### src/rtl/fetch_unit.sv
// Instruction fetch stage: PC ownership, one-outstanding imem request, prefetch FIFO, redirect flush.
// Optional macro FETCH_MISALIGN_EN: misaligned redirect targets set a sticky flag and halt fetching.
module fetch_unit #(
  parameter int              PC_W     = 64,
  parameter int              DEPTH    = 4,
  parameter logic [PC_W-1:0] RESET_PC = '0
) (
  input  logic            clk,
  input  logic            reset,
  output logic            imem_req,
  output logic [PC_W-1:0] imem_addr,
  input  logic            imem_ack,
  input  logic [31:0]     imem_rdata,
  output logic            inst_valid,
  input  logic            inst_ready,
  output logic [31:0]     inst,
  output logic [PC_W-1:0] inst_pc,
  input  logic            redirect,
  input  logic [PC_W-1:0] redirect_pc,
  output logic            misalign
);
  localparam int AW = $clog2(DEPTH);
  localparam int CW = $clog2(DEPTH) + 1;
  localparam logic [CW-1:0] FULL = CW'(DEPTH);

  // state   | meaning
  // IDLE    | no request; waiting for FIFO room or un-halt
  // WAIT    | request outstanding at imem_addr, response will be pushed
  // DISCARD | request outstanding but redirected; response dropped on ack
  typedef enum logic [1:0] {IDLE, WAIT, DISCARD} state_t;

  state_t          state;
  logic [PC_W-1:0] fetch_pc, fetch_pc_n, target;
  logic [CW-1:0]   count, count_n;
  logic [AW-1:0]   rd_ptr, wr_ptr;
  logic [31:0]     mem_inst [DEPTH];
  logic [PC_W-1:0] mem_pc   [DEPTH];
  logic            push, pop, misalign_n, room;

`ifndef FETCH_MISALIGN_EN
  logic unused_low_bits;
  assign unused_low_bits = ^redirect_pc[1:0];
`endif

  always_comb begin
`ifdef FETCH_MISALIGN_EN
    target     = redirect_pc;
    misalign_n = redirect ? (redirect_pc[1:0] != 2'b00) : misalign;
`else
    target     = {redirect_pc[PC_W-1:2], 2'b00};
    misalign_n = 1'b0;
`endif
    push = (state == WAIT) && imem_ack && !redirect;
    pop  = inst_valid && inst_ready && !redirect;
    count_n = count;
    if (redirect)          count_n = '0;
    else if (push && !pop) count_n = count + CW'(1);
    else if (!push && pop) count_n = count - CW'(1);
    fetch_pc_n = redirect ? target : (push ? fetch_pc + PC_W'(4) : fetch_pc);
    // a free slot is reserved for every request before it is issued
    room = (count_n < FULL) && !misalign_n;
  end

  assign imem_req   = (state != IDLE);
  assign inst_valid = (count != '0);
  assign inst       = mem_inst[rd_ptr];
  assign inst_pc    = mem_pc[rd_ptr];

  always_ff @(posedge clk or negedge reset) begin
    if (!reset) begin
      state     <= IDLE;
      fetch_pc  <= RESET_PC;
      imem_addr <= RESET_PC;
      misalign  <= 1'b0;
    end else begin
      fetch_pc <= fetch_pc_n;
      misalign <= misalign_n;
      // address only moves once the outstanding request has been acknowledged
      if (!(imem_req && !imem_ack))
        imem_addr <= {fetch_pc_n[PC_W-1:2], 2'b00};
      case (state)
        IDLE:    state <= room ? WAIT : IDLE;
        WAIT: begin
          if (imem_ack)      state <= room ? WAIT : IDLE;
          else if (redirect) state <= DISCARD;
        end
        DISCARD: if (imem_ack) state <= room ? WAIT : IDLE;
        default: state <= IDLE;
      endcase
    end
  end

  always_ff @(posedge clk or negedge reset) begin
    if (!reset) begin
      count  <= '0;
      rd_ptr <= '0;
      wr_ptr <= '0;
      for (int i = 0; i < DEPTH; i++) begin
        mem_inst[i] <= '0;
        mem_pc[i]   <= '0;
      end
    end else begin
      count <= count_n;
      if (redirect) begin
        rd_ptr <= '0;
        wr_ptr <= '0;
      end else begin
        if (push) begin
          mem_inst[wr_ptr] <= imem_rdata;
          mem_pc[wr_ptr]   <= fetch_pc;
          wr_ptr           <= wr_ptr + AW'(1);
        end
        if (pop) rd_ptr <= rd_ptr + AW'(1);
      end
    end
  end
endmodule

### config.mk
export PLATFORM = sky130hd
export DESIGN_NAME = fetch_unit
export DESIGN_NICKNAME = d
export VERILOG_FILES = /design/src/rtl/fetch_unit.sv
export SDC_FILE = /design/constraint.sdc
export NUM_CORES = 1
export LEC_CHECK = 0
export ABC_CLOCK_PERIOD_IN_PS = 2009
export CAP_MARGIN = 5
export CELL_PAD_IN_SITES_DETAIL_PLACEMENT = 0
export CELL_PAD_IN_SITES_GLOBAL_PLACEMENT = 2
export CORE_MARGIN = 2
export CORE_UTILIZATION = 36
export DETAILED_ROUTE_END_ITERATION = 6
export HOLD_SLACK_MARGIN = 0.15
export PLACE_DENSITY_LB_ADDON = 0.1
export RECOVER_POWER = 25
export SYNTH_ARGS = -nofsm -noshare
export SYNTH_HDL_FRONTEND = slang
export SYNTH_SLANG_ARGS = --single-unit
### constraint.sdc
create_clock -name clk -period 2.01 [get_ports clk]
set_input_delay 0.402 -clock clk [delete_from_list [all_inputs] [get_ports clk]]
set_output_delay 0.402 -clock clk [all_outputs]
set_load 0.05 [all_outputs]
==> impl_metrics.tcl <==
set metrics [dict create \
    r2r_cells 6 \
    cp-start-kind "flop" \
    final_cell_mix "493 x dfrtp_1, 365 x mux2_2, 226 x buf_4" \
    ios 264 \
    fin_skew_ps 13.8 \
    tritoncts.num_buffers 58 \
    cts_tree "built" \
    power_density_nw_per_um2 1550 \
    multiInputGateArea_um2 10800 \
    antenna_found_initial 1 \
    ys_seq_area_frac 0.553 \
    drtAntennaViolNets 0 \
    p_leak_nw 14.9 \
    port_buffers 256 \
    finalCritPeriodShare 1.29 \
    finish.instance_area_um2 32500 \
    slew_violations 0 \
    status "finished, violations left" \
    final_cells 3017 \
    clock_latency_ps 610 \
    rrSetupSlack_ps -220 \
    place.gp.congestion 0.826 \
    htreeDepth 2 \
    fillerInstances 5417 \
    final_common_cell "dfrtp_1" \
    hold_path.class "input pin to flop" \
    finalPower_mw 50.3 \
    critPathKind "flop to output pin" \
    avgViaCountPerCell 5.11 \
    die_area_um2 66000 \
    maxSlewHeadroom 0.149 \
    worst_pin_slew_ps 1280 \
    slowest_stage "mux4_2" \
    peakVddDrop_mv 1.05 \
    fp-row-count 92 \
    drive_gt1_frac 0.544 \
    maxCapViolations 0 \
    dp_hpwl_mm 45.6 \
    cts-root-buf "clkbuf_16" \
    synthDistinctLibCells 51 \
    reg2reg_from "state[1]" \
    synth_edf_count 0 \
    layout.nets 2233 \
    hold-path-endpoint "fetch_pc[14]" \
    arrival_ps 2200 \
    violations "negative setup slack" \
    synth.avg_cell_area_um2 14.2 \
    grt_pass1_wl_mm 104 \
    fin_ws_ps -589 \
    syn_to_final_growth_pct 41.2 \
    seqCellArea_um2 12800 \
    drt_first_pass_iters 5 \
    synth.ff_latch_count 509 \
    period_needed_ps 2600 \
    drc 0 \
    vias 15419 \
    dpl-instance-area_um2 28300 \
    async_flop_share 1.00 \
    synth_warnings 0 \
    coreArea_um2 63200 \
    holdPathStages 4 \
    max_stage_delay_ps 530 \
    crit_chain "buf_12, clkbuf_16, mux4_2, buf_6" \
    hold_viol 0 \
    fmax_mhz 385 \
    netlist_instances 1621 \
    first_global_vias 16878 \
    wl_per_cell_um 22.4 \
    clkSinkCount 509 \
    pre_cts_ws_ps -711 \
    grt.overflow.total 0 \
    die_y_um 257 \
    worst-path-max-fanout 7 \
    clk_path_buf_depth 3 \
    hold_start "redirect" \
    grt_max_degree 81 \
    cp-end-kind "output pin" \
    reg2reg_to "imem_addr[22]" \
    rsz0062_at_grt "true" \
    drtIter0Drc 785 \
    wl_mm 67.5 \
    die_x_um 257 \
    ys.flop_type "dfrtp_1" \
    initial_core_util 0.365 \
    worstPathRequired_ps 1610 \
    clk_pin_slew_ps 60 \
    dpl.cell_count 2847 \
    fin_tns_setup_ps -55110 \
    setup_viol 194 \
    grt.total_usage 0.205 \
    synthesis.area_um2 23000 \
]
## cell families (layout without fill, tap and decap cells)
logic type,count (synthesis),count (layout),synth area share
AO/OA/AOI/OAI,92,92,0.0266
XOR/XNOR,63,63,0.0239
adder cells (fa/ha/maj),9,9,0.00478
buffers and inverters,142,687,0.0259
flip-flops,509,509,0.553
multiplexers,510,510,0.295
other,1,6,0.000163
AND/OR/NAND/NOR,295,295,0.0709
## metrics by stage
step                      utilization  hold slack [ps]
after floorplan                     -              106
after global routing            0.515              402
after detailed placement        0.448              348
final                           0.515              391
after global placement          0.448              349
after CTS                       0.503              280
## sequential cells by signal (all words and copies together), names as in the netlist
signal     cells
count          3
fetch_pc      62
imem_addr     62
mem_inst     128
mem_pc       248
rd_ptr         2
state          2
wr_ptr         2
## cells in the mapped netlist, types with 21 or more instances
library cell,count,area (um2)
o21ai_0,44,220
mux4_2,94,2120
xnor2_1,34,298
dfrtp_1,509,12700
and3_1,27,169
xor2_1,29,254
mux2_2,412,4640
nor2_1,55,206
buf_2,21,105
a221o_1,24,240
nand2_1,91,342
clkbuf_1,86,323
nand3_1,26,130
nand4_1,23,144
## layer usage
metal / routed length (um) / GRT usage
met1: 30200 / 0.280
met2: 33400 / 0.341
met3: 2220 / 0.0326
met4: 1640 / 0.0530
met5: 0 / 0
## worst max path at each step
stage	from	depth (start not counted)	slack, ps	end
2_1_floorplan	fetch_pc[2]	7	-180	imem_addr[60]
3_3_place_gp	imem_ack	10	-690	imem_addr[42]
3_5_place_dp	imem_ack	10	-710	imem_addr[42]
4_1_cts	rd_ptr[0]	4	-640	inst_pc[60]
5_1_grt	rd_ptr[0]	4	-650	inst[8]
6_report	rd_ptr[0]	4	-590	inst_pc[32]
## what timing repair did
item	in CTS	in global routing
cloned	2	2
pin swaps	73	70
hold endpoints to repair	210	0
setup buffers	39	20
hold buffers	1	0
setup endpoints to repair	216	272
gates resized for setup	276	131
## layout make-up
class,instances,share of cell area
inverter,15,0.00173
clock buffer,86,0.0528
antenna,1,0.0000769
clock inverter,20,0.0118
multi-input combinational,974,0.332
sequential,509,0.392
timing repair buffer,566,0.176
tap,846,0.0325
## critical path, delay by kind of cell, from the launching register on
family,cells,cell delay [ps]
buf+inv,3,540
mux,1,530
flops,1,490
## power breakdown
part | switching, mW | internal (mW) | total [mW] | leakage (nW)
Clock | 4.36 | 7.28 | 11.6 | 1.03
Sequential | 1.89 | 13.8 | 15.7 | 6.46
Combinational | 12.5 | 10.5 | 23.0 | 7.45
(Power assumes the default switching activity.)
